`src/rtl/pwm_multi_ch.sv`:
```
// Multi-channel PWM generator: one shared period counter, per-channel shadow/active duty registers.
// Optional PWM_SOFTSTART_EN ramps each active duty by one LSB per period toward its shadow value.

module pwm_multi_ch #(
    parameter int unsigned SYS_CLK_FREQ = 100_000_000,
    parameter int          CH           = 4,
    parameter int          RES_BITS     = 9
) (
    input  logic                   clk,
    input  logic                   reset_p,
    input  logic                   enable,
    input  logic [13:0]            pwm_freq,
    input  logic [CH*RES_BITS-1:0] duty,
    input  logic                   duty_load,
    output logic [CH-1:0]          pwm_out,
    output logic                   period_start,
    output logic                   load_pending
);

    localparam int CNT_W = $clog2(SYS_CLK_FREQ + 1);

    typedef logic [RES_BITS-1:0] duty_t;
    typedef logic [CNT_W-1:0]    cnt_t;

    localparam duty_t STEP_MAX = '1;

    logic [13:0]   freq_q, freq_d;
    logic [31:0]   denom;
    cnt_t          div;
    cnt_t          tick_q, tick_d;
    duty_t         step_q, step_d;
    logic          first_q, first_d;
    logic          load_pending_q, load_pending_d;
    logic [CH-1:0] pwm_out_q, pwm_out_d;
    duty_t         duty_ch  [CH];
    duty_t         shadow_q [CH];
    duty_t         shadow_d [CH];
    duty_t         active_q [CH];
    duty_t         active_d [CH];

    logic run;
    logic tick;
    logic boundary;

    // Clocks per step; a zero quotient (frequency too high) is clamped to one clock.
    always_comb begin
        denom = 32'(freq_q) << RES_BITS;
        div   = cnt_t'(1);
        if (denom != '0 && (SYS_CLK_FREQ / denom) != 32'd0) begin
            div = cnt_t'(SYS_CLK_FREQ / denom);
        end
    end

    assign run      = enable && (freq_q != '0);
    assign tick     = run && (tick_q >= div - cnt_t'(1));
    assign boundary = tick && (first_q || step_q == STEP_MAX);

    // Counters, frequency sampling and output compare.
    // NOTE: every variable written in an always_comb gets a default first, so no latch can be inferred.
    always_comb begin
        tick_d    = '0;
        step_d    = '0;
        first_d   = 1'b1;
        freq_d    = freq_q;
        pwm_out_d = '0;

        if (run) begin
            first_d = first_q && !tick;
            if (tick) begin
                // The first tick after start-up opens the period at step 0 instead of advancing.
                step_d = first_q ? '0 : step_q + duty_t'(1);
            end else begin
                tick_d = tick_q + cnt_t'(1);
                step_d = step_q;
            end
        end

        // While stopped no period is running, so tracking the input cannot truncate one.
        if (!run || boundary) begin
            freq_d = pwm_freq;
        end

        for (int i = 0; i < CH; i++) begin
            pwm_out_d[i] = run && (step_q < active_q[i]);
        end
    end

    // Shadow capture and shadow-to-active transfer at the period boundary.
    always_comb begin
        load_pending_d = load_pending_q;
        for (int i = 0; i < CH; i++) begin
            duty_ch[i]  = duty[i*RES_BITS +: RES_BITS];
            shadow_d[i] = shadow_q[i];
            active_d[i] = active_q[i];
        end

        if (duty_load) begin
            load_pending_d = 1'b1;
            for (int i = 0; i < CH; i++) begin
                shadow_d[i] = duty_ch[i];
            end
        end

`ifdef PWM_SOFTSTART_EN
        if (boundary && load_pending_d) begin
            load_pending_d = 1'b0;
            for (int i = 0; i < CH; i++) begin
                if (active_q[i] < shadow_d[i]) begin
                    active_d[i] = active_q[i] + duty_t'(1);
                end else if (active_q[i] > shadow_d[i]) begin
                    active_d[i] = active_q[i] - duty_t'(1);
                end
                if (active_d[i] != shadow_d[i]) begin
                    load_pending_d = 1'b1;
                end
            end
        end
`else
        // A load coinciding with the boundary lands in active directly and never shows as pending.
        if (boundary && load_pending_d) begin
            load_pending_d = 1'b0;
            for (int i = 0; i < CH; i++) begin
                active_d[i] = shadow_d[i];
            end
        end
`endif
    end

    // NOTE: sequential state uses non-blocking assignments only; the comb blocks above use blocking.
    always_ff @(posedge clk or posedge reset_p) begin
        if (reset_p) begin
            freq_q         <= '0;
            tick_q         <= '0;
            step_q         <= '0;
            first_q        <= 1'b1;
            load_pending_q <= 1'b0;
            pwm_out_q      <= '0;
            // NOTE: the duty arrays are plain flops, not RAM, so they clear with the async reset.
            for (int i = 0; i < CH; i++) begin
                shadow_q[i] <= '0;
                active_q[i] <= '0;
            end
        end else begin
            freq_q         <= freq_d;
            tick_q         <= tick_d;
            step_q         <= step_d;
            first_q        <= first_d;
            load_pending_q <= load_pending_d;
            pwm_out_q      <= pwm_out_d;
            for (int i = 0; i < CH; i++) begin
                shadow_q[i] <= shadow_d[i];
                active_q[i] <= active_d[i];
            end
        end
    end

    assign pwm_out      = pwm_out_q;
    assign period_start = boundary;
    assign load_pending = load_pending_q;

endmodule

```
`config.mk`:
```
export PLATFORM = sky130hd
export DESIGN_NAME = pwm_multi_ch
export DESIGN_NICKNAME = d
export VERILOG_FILES = /design/src/rtl/pwm_multi_ch.sv
export SDC_FILE = /design/constraint.sdc
export NUM_CORES = 1
export LEC_CHECK = 0
export ABC_AREA = 1
export CAP_MARGIN = 20
export CELL_PAD_IN_SITES_DETAIL_PLACEMENT = 0
export CELL_PAD_IN_SITES_GLOBAL_PLACEMENT = 1
export CORE_MARGIN = 8
export CORE_UTILIZATION = 48
export DETAILED_ROUTE_END_ITERATION = 6
export DONT_BUFFER_PORTS = 1
export PLACE_DENSITY = 0.86
export SLEW_MARGIN = 30
export SYNTH_ARGS = -nofsm -noshare
export SYNTH_HDL_FRONTEND = slang
export SYNTH_SLANG_ARGS = --single-unit
export TNS_END_PERCENT = 30
```
`constraint.sdc`:
```
create_clock -name clk -period 66 [get_ports clk]
set_clock_uncertainty 0.15 [all_clocks]
set_input_delay 9.9 -clock clk [delete_from_list [all_inputs] [get_ports clk]]
set_output_delay 9.9 -clock clk [all_outputs]
set_load 0.03 [all_outputs]
```
Word-level counts from Yosys, hierarchy flattened --
Cells that the tools add are included. W data, S select, Z words.
Cells by class: add/sub/neg operators 3, divide/modulo/power cells 1, order comparisons 5, eq/ne operators 2, muxes and demuxes 10, reductions and logical operators 17
Operators by type and width (number):
- $mux W27 | 3
- $reduce_bool A32 Y1 | 2
- $lt A9 B9 Y1 | 4
- $mux W36 | 1
- $div A27 B23 Y32 const A | 1
- $add A27 B1 Y27 const B | 1
- $ge A27 B27 Y1 | 1
- $mux W9 | 3
- $sub A27 B1 Y27 const B | 1
- $reduce_bool A14 Y1 | 1
- $logic_and A1 B1 Y1 | 10
- $add A9 B1 Y9 const B | 1
- $eq A9 B9 Y1 const B | 1
- $mux W1 | 3
- $logic_not A1 Y1 | 2
- $logic_or A1 B1 Y1 | 2
- $ne A2 B1 Y1 const B | 1
Word-level totals: register bits after elaboration 128, input bits 54, output and inout bits 6, word-level logic and storage cells 52

Longest topological paths before layout --
depth after elaboration 10, depth in mapped cells 340, gate-level depth less buffers 321

Worst setup path after synthesis --
OpenSTA, ideal clock, no wires.
path kind register to output, start point register freq_q[11], end point output period_start, arrival time 44.000 ns, required time 55.950 ns, setup slack 11.950 ns, cell stages (with the launch flop) 322, cells stage by stage dfrtp_1 inv_1 nand2_1 nor3_4 nand2_1 nor2_1 inv_1 nor2_1 inv_1 nor2_1 ha_1 nand2_1 nand2_1 nand2_1 nand2_1 inv_1 nor2_1 inv_1 (+286 left out) nor3_2 nand3_2 nor4_4 nand3_2 o21ai_1 inv_1 ha_1 nand2_1 nor2_1 nand4_1 nor3_1 o21a_1 o21ai_0 nand4_1 nand2_1 inv_1 o21ai_0 inv_1
On the way: word-level cells in the longest chain between the ends 8, elaborated cells on any way between the ends 11, those cells by class 1 x add/sub; 1 x div; 1 x order compare; 1 x mux; 7 x reduce/logical
RTL lines:
- start: declaration | line 27 | logic [13:0] freq_q, freq_d;
- start signal: assignment | line 144 | freq_q <= freq_d;
- $div A27 B23 Y32 | line 49, 50
- $reduce_bool A32 Y1 | line 49 | if (denom != '0 && (SYS_CLK_FREQ / denom) != 32'd0) begin
- $logic_and A1 B1 Y1 | line 49
- $mux W27 | line 49
- $sub A27 B1 Y27 | line 55 | assign tick = run && (tick_q >= div - cnt_t'(1));
- $ge A27 B27 Y1 | line 55
- $logic_and A1 B1 Y1 (*) | line 55
- $logic_and A1 B1 Y1 (*) | line 56 | assign boundary = tick && (first_q || step_q == STEP_MAX);
- end: declaration | line 16 | output logic period_start,
Mark *: on every way between the ends. The rest lies on a longest branch, timed or not.

Final worst setup path --
start point register freq_q[6], end point output period_start
Same word-level chain as after synthesis.

==> metrics.md <==
| Metric | Value |
|---|---|
| Status | finished clean |
| Post-DP HPWL | 44100 µm |
| Pin count of the biggest net entering global routing | 74 |
| Worst slew pin tran | 0.964 ns |
| Ranking of synthesized cells by area | ha_1, dfrtp_1, nand2_1 |
| Critical Path Start Type | flop |
| Root cell of the clock tree | clkbuf_16 |
| Die Span Y | approximately 220 µm |
| Core area | 39700 µm² |
| Vias post-DR | about 19k |
| Post-synth top area cell | ha_1 |
| Vias in the first global route | 18.5k |
| Worst EP arrival | 49.90 ns |
| Syn Area/Cell | roughly 6.5 µm² |
| Initial Utilization | approximately half |
| First-pass GRT wire length | around 92000 µm |
| Maximum fanout along the worst path | 26 |
| Post-synth top area share | between 15 and 20% |
| Layout filler cell count | 4060 |
| Synth unique cells | 65 |
| Final-report hold violation count | 0 |
| Crit Path Class | flop to output port |
| Initial DRC count | between 1k and 1.5k |
| Top Family by Delay on Critical Path | compound AO/OA/AOI/OAI gates |
| Total Routed Length | 56000 µm |
| Period utilization | 90.8% |
| ANT nets after route | 0 |
| CTS Buf Count | 17 |
| # rows | 73 |
| Final Setup Violations | 0 |
| # DRC | 0 |
| Drt via density | between 5 and 6 |
| Average wire per standard cell | 16.0 µm |
| Most frequent CP cell | nand2_1 |
| Clock Latency Late Sink | 0.42 ns |
| CTS clk-pin slew, worst paths | 0.07 ns |
| Final #Nets | 3294 |
| Synth async-reset ratio | 100% |
| TritonCTS clock tree | done |
| Num ports | 60 |
| Worst Path Required | 55.95 ns |
| Overall global routing resource usage | 23.5% |
| Number of synthesized flops with an enable pin | 0 |
| CP bufs+invs | 40 |
| GPL Wtd Cong | 0.921 |
| Largest stage delay, worst path | 0.46 ns |
| Initial antenna violation count | 2 |
| Clk buf depth | 2 |
| Fin crit period | 59.95 ns |
| Chip width | 217 µm |
| Max cap viols | 0 |
| Fmax | 0.0167 GHz |
| Mapped cell area | 19300 µm² |
| Reg2reg path depth | slightly above 300 |
| Worst hold path depth | 2 |
| Hold buffers post-CTS | 0 |
| Mapped Cells | 2983 |
| Syn Nets | 3311 |
| Main synth FF type | dfrtp_1 |
| Setup crit end kind | output port |
| Share of layout cells above drive strength 1 | under 10% |
| Sum of negative setup slack | 0 ns |
| H-Tree Depth | 4 |
| IO Port Bufs | 0 |
| Ys Warns | 0 |
| Crit path depth | 303 |
| Register area share after synthesis | about 17% |
| Max Transition Viols Final | 0 |
| Drt pass-1 iters | 6 |
| Highest-delay cell along the critical path | dfrtp_1 |
| Worst hold path class | flop to flop |
| Area Overhead vs Synth | 6.29% |
| Relative max-transition margin | approximately 36% |
| RSZ-0062 raised after global routing | false |
| Total clock sinks | 128 |
| Grt total ovfl | 0 |
| Post-synthesis register bit count | 128 |
| Die ar. | about 47000 µm² |
-- cell type report --
| class | count | area (µm²) | share of cell area (%) |
|---|---|---|---|
| Antenna cell | 1 | 2.50 | 0.0122 |
| Clock buffer | 18 | 439 | 2.14 |
| Clock inverter | 14 | 173 | 0.840 |
| Inverter | 377 | 1430 | 6.97 |
| Multi-Input combinational cell | 2424 | 14500 | 70.6 |
| Sequential cell | 128 | 3200 | 15.6 |
| Tap cell | 525 | 657 | 3.20 |
| Timing Repair Buffer | 18 | 139 | 0.676 |
-- metal layers --
layer | up-vias | wire length, µm | track usage, %
met5 | - | 13 | 0
met4 | 2 | 1670 | 7.53
met3 | 118 | 2360 | 2.31
met2 | 452 | 26200 | 40.7
met1 | 8688 | 25700 | 30.3
li1 | 9853 | - | -
-- timing repair --
| action | in CTS | in global routing |
|---|---|---|
| resized for setup | 0 | 3 |
| setup endpoints to repair | 0 | 1 |
| hold endpoints to repair | 0 | 0 |
| setup buffers | 0 | 1 |
-- worst reg2reg max path, delay by kind of cell (launching register included) --
kind                       cells  cell delay [ns]
AOI/OAI and AO/OA            118            21.21
xor gates and xnor gates       1             0.15
adders and majority gates     23             7.52
buffers and inverters         39             5.50
DFF                            1             0.46
and+or+nand+nor              121            15.71
-- stage by stage --
| step | std cells | util, % | instance area (µm²) | hold WS (ns) | setup WS [ns] |
|---|---|---|---|---|---|
| floorplan | 2983 | - | 19300 | 0.283 | 11.95 |
| CTS | 3502 | 51.6 | 20500 | 0.321 | 5.68 |
| finish | 3505 | 51.7 | 20500 | 0.319 | 6.05 |
| global placement | 3470 | 50.1 | 19900 | 0.303 | 7.94 |
| global route | 3504 | 51.7 | 20500 | 0.338 | 0.00802 |
| detailed placement | 3470 | 50.1 | 19900 | 0.306 | 6.32 |
-- cell usage after synthesis, types with 4 or more instances --
master / n
mux2_2: 4
nor2_1: 196
a21oi_1: 227
o22ai_1: 7
dfrtp_1: 127
a2111oi_0: 4
a21o_1: 10
xnor2_1: 59
xor2_1: 131
nand2_4: 7
nand3_1: 150
inv_1: 357
buf_1: 5
inv_2: 14
nand4_1: 39
and2_1: 10
o221ai_1: 4
or2_2: 16
ha_1: 274
nand2_1: 805
o21ai_1: 12
o211ai_1: 8
clkinv_1: 6
o21ai_0: 248
clkbuf_1: 43
o21bai_1: 47
nor3_1: 27
nor2_4: 8
nand3_2: 15
o31ai_1: 6
nor4_1: 9
nand3b_1: 9
nand2_2: 22
nor2_2: 12
buf_2: 4
o21a_1: 13
-- final timing paths --
check | slack [ns] | start | end
setup reg to reg | 15.11 | freq_q[6] | freq_q[9]
setup / recovery | 6.05 | freq_q[6] | period_start
min in group asynchronous | 9.26 | reset_p | freq_q[2]
max in group asynchronous | 55.39 | reset_p | step_q[1]
hold reg to reg | 0.32 | shadow_q[35] | shadow_q[35]
hold / removal | 0.32 | shadow_q[35] | shadow_q[35]
-- state kept, by name (all words and copies together), names as in the netlist --
name,count
shadow_q,36
active_q,36
step_q,9
first_q,1
tick_q,27
pwm_out,4
freq_q,14
load_pending,1
-- logic make-up after synthesis --
group | count (synthesis) | synth area share, %
XOR/XNOR | 190 | 8.61
AO/OA/AOI/OAI | 616 | 17.9
flip-flops | 128 | 16.6
adder cells (fa/ha/maj) | 274 | 17.7
buffers and inverters | 432 | 8.49
AND/OR/NAND/NOR | 1338 | 30.5
other | 1 | 0.0194
multiplexers | 4 | 0.233
-- placed cells by master (no fill, tap or decap), types with 12 or more instances in the layout --
master	instances
o21ai_1	12
inv_1	353
nand2_2	22
nand3_1	150
nor2_1	195
nand3_2	15
nand4_1	39
o21a_1	13
nand2_1	805
ha_1	274
o21ai_0	248
dfrtp_1	127
xnor2_1	59
xor2_1	131
nor2_2	13
buf_4	17
or2_2	16
o21bai_1	47
inv_2	14
clkbuf_16	17
a21oi_1	227
nor3_1	27
Power is left out: the tool's default activity adds up to more than one toggle a clock period on the data nets, which glitch-free logic cannot reach.
